==> src/rtl/pic_priority_sequencer.sv <==
// Eight-input, fully nested priority interrupt sequencer.
// Detects request edges, arbitrates against the in-service set, and runs the acknowledge handshake.
module pic_priority_sequencer #(
    parameter int unsigned ACK_TIMEOUT = 15
) (
    input  logic       clk,
    input  logic       rst_n,
    input  logic [7:0] ir_i,
    input  logic [7:0] imr_i,
    input  logic [4:0] vector_base_i,
    input  logic       intack_i,
    input  logic       eoi_i,
    output logic       int_o,
    output logic [7:0] vec_o,
    output logic       vec_valid_o,
    output logic [7:0] irr_o,
    output logic [7:0] isr_o,
    output logic       ack_err_o
);

    typedef enum logic [1:0] {
        IDLE,
        REQ,
        ACK,
        HOLD
    } state_e;

    localparam logic [7:0] TIMEOUT_CNT = 8'(ACK_TIMEOUT);

    state_e     state_q, state_d;
    logic [7:0] ir_prev_q;
    logic [7:0] irr_q, irr_d;
    logic [7:0] isr_q, isr_d;
    logic [7:0] vec_q, vec_d;
    logic [7:0] cnt_q, cnt_d;
    logic       ack_err_q, ack_err_d;

    logic [7:0] ir_rise;
    logic [7:0] blocked;
    logic [7:0] eligible;
    logic       win_valid;
    logic [2:0] win_idx;
    logic       grant;
    logic [7:0] grant_onehot;
    logic [7:0] eoi_clear;

    assign ir_rise = ir_i & ~ir_prev_q;

    // blocked[i] is set when any in-service level at or above priority i is active.
    always_comb begin
        logic seen;
        seen    = 1'b0;
        blocked = '0;
        for (int i = 0; i < 8; i++) begin
            seen       = seen | isr_q[i];
            blocked[i] = seen;
        end
    end

    assign eligible = irr_q & ~imr_i & ~blocked;

    always_comb begin
        win_valid = 1'b0;
        win_idx   = '0;
        for (int i = 7; i >= 0; i--) begin
            if (eligible[i]) begin
                win_valid = 1'b1;
                win_idx   = 3'(i);
            end
        end
    end

    assign grant_onehot = grant ? (8'b1 << win_idx) : 8'h00;
    assign eoi_clear    = eoi_i ? (isr_q & (~isr_q + 8'd1)) : 8'h00;

    // EOI retires the pre-grant in-service bit; a new edge outranks the grant's clear.
    assign isr_d = (isr_q & ~eoi_clear) | grant_onehot;
    assign irr_d = (irr_q & ~grant_onehot) | ir_rise;

    always_comb begin
        state_d   = state_q;
        cnt_d     = cnt_q;
        vec_d     = vec_q;
        ack_err_d = ack_err_q;
        grant     = 1'b0;
        unique case (state_q)
            IDLE: begin
                if (win_valid) begin
                    state_d = REQ;
                end
            end
            REQ: begin
                if (!win_valid) begin
                    state_d = IDLE;
                end else if (intack_i) begin
                    grant   = 1'b1;
                    vec_d   = {vector_base_i, win_idx};
                    state_d = ACK;
                end
            end
            ACK: begin
                cnt_d   = '0;
                state_d = HOLD;
            end
            HOLD: begin
                if (!intack_i) begin
                    cnt_d   = '0;
                    state_d = IDLE;
                end else if (cnt_q + 8'd1 == TIMEOUT_CNT) begin
                    // CPU never released acknowledge; abandon the cycle but leave the level in service.
                    cnt_d     = '0;
                    ack_err_d = 1'b1;
                    state_d   = IDLE;
                end else begin
                    cnt_d = cnt_q + 8'd1;
                end
            end
            default: begin
                state_d = IDLE;
            end
        endcase
    end

    always_ff @(posedge clk or negedge rst_n) begin
        if (!rst_n) begin
            state_q   <= IDLE;
            ir_prev_q <= '0;
            irr_q     <= '0;
            isr_q     <= '0;
            vec_q     <= '0;
            cnt_q     <= '0;
            ack_err_q <= 1'b0;
        end else begin
            state_q   <= state_d;
            ir_prev_q <= ir_i;
            irr_q     <= irr_d;
            isr_q     <= isr_d;
            vec_q     <= vec_d;
            cnt_q     <= cnt_d;
            ack_err_q <= ack_err_d;
        end
    end

    assign int_o       = (state_q == REQ);
    assign vec_valid_o = (state_q == ACK);
    assign vec_o       = vec_q;
    assign irr_o       = irr_q;
    assign isr_o       = isr_q;
    assign ack_err_o   = ack_err_q;

endmodule

==> config.mk <==
export PLATFORM = sky130hd
export DESIGN_NAME = pic_priority_sequencer
export DESIGN_NICKNAME = d
export VERILOG_FILES = /design/src/rtl/pic_priority_sequencer.sv
export SDC_FILE = /design/constraint.sdc
export NUM_CORES = 1
export LEC_CHECK = 0
export CORE_MARGIN = 1
export CORE_UTILIZATION = 40
export CTS_CLUSTER_SIZE = 30
export DETAILED_ROUTE_END_ITERATION = 8
export PLACE_DENSITY = 0.67
export SYNTH_ARGS = -nofsm -noshare
export SYNTH_HDL_FRONTEND = slang
export SYNTH_SLANG_ARGS = --single-unit
==> constraint.sdc <==
create_clock -name clk -period 2 [get_ports clk]
set_input_delay 0.2 -clock clk [delete_from_list [all_inputs] [get_ports clk]]
set_output_delay 0.2 -clock clk [all_outputs]
set_load 0.05 [all_outputs]
==> results.yml <==
yosys:
  yosys.area_share.simple: 0.171
  synthMuxAreaShare: 0.0554
  ys.flop_type: "dfrtp_1"
  yosysTopAreaCellShare: 0.518
  ys_ff_latch: 43
  syn-num-nets: 221
  synth_top_cell_by_area: "dfrtp_1"
  synth-edff-count: 0
  ys_types: 53
  syn_inst: 194
  yosysMostFrequentCell: "dfrtp_1"
  netlist_area_um2: 2080
  avgSynthCellArea_um2: 10.7
  synth_area_leaders: "dfrtp_1 (52%), mux2_4 (5.1%), o21ai_0 (4.1%)"
  synth_fa_ha_area_frac: 0.0120
  synth_seq_area_share: 0.518
  synth-xor-area-share: 0.0169
  async_flop_share: 1.00
  synth_common_cells: "dfrtp_1 (43), o21ai_0 (17), inv_1 (14)"
  yosys_warnings: 0
  synth_top_family_by_area: "compound AO/OA/AOI/OAI gates"
  synth_compound_area_frac: 0.194
clocking:
  cts_max_level: 2
  clock-sinks: 43
  cts_buffers: 5
  clk_pin_slew_ns: 0.08
  clockBufferDepth: 2
  cts_tree: "yes"
  cts_root_buffer: "clkbuf_8"
  clk_latency_ns: 0.29
  cts_setup_buffers: 0
worst_hold_path:
  hp-class: "primary input to register"
  holdPathEnd: "ir_prev_q[3]$_DFF_PN0_"
  holdPathStages: 1
  hp-start: "ir_i[3]"
critical_path:
  ff2ff_path_depth: 5
  crit_path_end_kind: "register"
  regToRegSetupSlack_ns: 0.07
  crit_path_start: "isr_o[7]$_DFF_PN0_"
  cp_max_fo: 7
  start_kind: "register"
  cp.required_ns: 2.19
  rr_startpoint: "isr_o[7]$_DFF_PN0_"
  critical_path_arrival_ns: 2.11
  critical_path_class: "register to register"
  r2r-end: "isr_o[7]$_DFF_PN0_"
placement:
  io_buffer_count: 51
  placedCellCount: 328
  hpwl_um: 3590
  place.gp.congestion: 0.815
floorplan:
  coreArea_um2: 4850
  initial_core_util: 0.429
  die_area_um2: 5490
  row_count: 25
  num_io_pins: 52
  die_w_um: 74.1
  chipHeight_um: 74.1
global_routing:
  grt_pass1_vias: 1675
  grt-ovfl-total: 0
  grt_max_degree: 27
  antenna_found_initial: 0
  grt_usage: 0.190
  grt_pass1_wl_um: 7850
power:
  p_per_area_nw_per_um2: 1460
  ir_drop_uv: 1170
  leakage_nw: 1.29
  finalPower_mw: 4.28
drt:
  dr.pass1.iters: 5
  ant_nets: 0
  num_vias: 1753
  drt-initial-drc-count: 79
  drcViolationCount: 0
  routed_wl_um: 4730
  wl_per_cell_um: 14.1
  vias_per_cell: 5.22
run_status:
  outcome: "completed"
timing:
  timing.fmax_mhz: 519
  worstMarginPinSlew_ns: 0.567
  max_slew_margin: 0.622
  slew_viol_final: 0
  clock_skew_ns: 0.00651
  finalCriticalPeriod_ns: 1.93
  finalSetupViolations: 0
  finalHoldViolations: 0
  rsz0062_at_grt: "false"
  period_share: 0.963
cells_and_area:
  utilization: 0.605
  final_nets: 296
  area_delta_synth_final_pct: 41.2
  instances_no_fill: 336
  insertedDiodeCount: 0
  drive_gt1_frac: 0.201
run:
  cap_violations: 0
[per-stage QoR]
stage               TNS [ns]  hold WS (ns)  setup slack (ns)  instance area [µm²]
floorplan                  0       -0.0956           0.00518                 2090
global placement      -0.775         0.234           -0.0784                 2810
detailed placement     -1.28         0.232            -0.129                 2810
CTS                        0         0.366            0.0517                 2920
global route               0         0.373           0.00675                 2940
finish                     0         0.369            0.0747                 2940
[cell families (layout without fill, tap and decap cells)]
kind of cell	after synthesis	count (layout)
muxes	8	8
and+or+nand+nor	61	61
DFF	43	43
adders and majority gates	2	2
buffers and inverters	16	91
xor gates and xnor gates	4	4
AOI/OAI and AO/OA	60	60
[cells in the final DEF (no fill, tap or decap), types with 3 or more instances in the layout]
| cell | instances |
|---|---|
| clkdlybuf4s50_1 | 48 |
| dfrtp_1 | 37 |
| buf_4 | 19 |
| o21ai_0 | 17 |
| inv_1 | 14 |
| nand2_1 | 12 |
| a21oi_1 | 11 |
| nand2b_1 | 8 |
| mux2_4 | 7 |
| nor2b_1 | 6 |
| nor2_1 | 6 |
| dfrtp_2 | 6 |
| nand3_1 | 5 |
| clkbuf_8 | 5 |
| nand4_1 | 4 |
| a31oi_1 | 4 |
| nand3b_1 | 3 |
| o31ai_1 | 3 |
| and3_1 | 3 |
| xnor2_1 | 3 |
[routing by layer]
| metal | global-route usage | vias up | wire (µm) |
|---|---|---|---|
| li1 | - | 857 | - |
| met1 | 0.277 | 830 | 2320 |
| met2 | 0.283 | 62 | 2090 |
| met3 | 0.0420 | 4 | 267 |
| met4 | 0.0577 | 0 | 47 |
| met5 | 0 | - | 0 |
[report_power, final]
group | switching [mW] | internal [mW]
clock network | 0.269 | 0.366
registers | 0.172 | 1.08
logic | 1.39 | 1.01
[flip-flops by register name, indices dropped and copies added, names as in the netlist, named ones only]
| name | count |
|---|---|
| vec_o | 8 |
| isr_o | 8 |
| state_q | 1 |
| ack_err_o | 1 |
| cnt_q | 8 |
| ir_prev_q | 8 |
| irr_o | 8 |
[worst max-delay path by stage]
| stage | depth (start not counted) | slack (ns) | end |
|---|---|---|---|
| 6_report | 5 | 0.07 | isr_o[7]$_DFF_PN0_ |
| 2_1_floorplan | 6 | 0.005 | vec_o[0]$_DFFE_PN0P_ |
| 3_3_place_gp | 7 | -0.08 | vec_o[6]$_DFFE_PN0P_ |
| 5_1_grt | 5 | 0.007 | isr_o[7]$_DFF_PN0_ |
| 4_1_cts | 5 | 0.05 | isr_o[4]$_DFF_PN0_ |
| 3_5_place_dp | 7 | -0.13 | vec_o[3]$_DFFE_PN0P_ |
[cell type report]
| class | count | area (µm²) |
|---|---|---|
| fillers | 425 | 1910 |
| flip-flops and latches | 43 | 1080 |
| multi-input cells | 135 | 955 |
| repair buffers | 70 | 658 |
| well taps | 67 | 83.8 |
| clock buffers | 6 | 72.6 |
| inverters | 14 | 52.6 |
| clock inverters | 1 | 30.0 |
[critical path: stages (launching register included)]
cell and delay, ns:
dfrtp_2 0.42, or3b_4 0.42, o32a_1 0.36, o21ai_2 0.21
nand2_2 0.16, o31ai_2 0.27
[what timing repair did]
action                                 CTS  global route
gates resized for setup                  0             4
setup endpoints to repair                0            13
hold buffers                             1             0
endpoints found under the hold margin   24             0
Power figures use the tool's default switching activity.
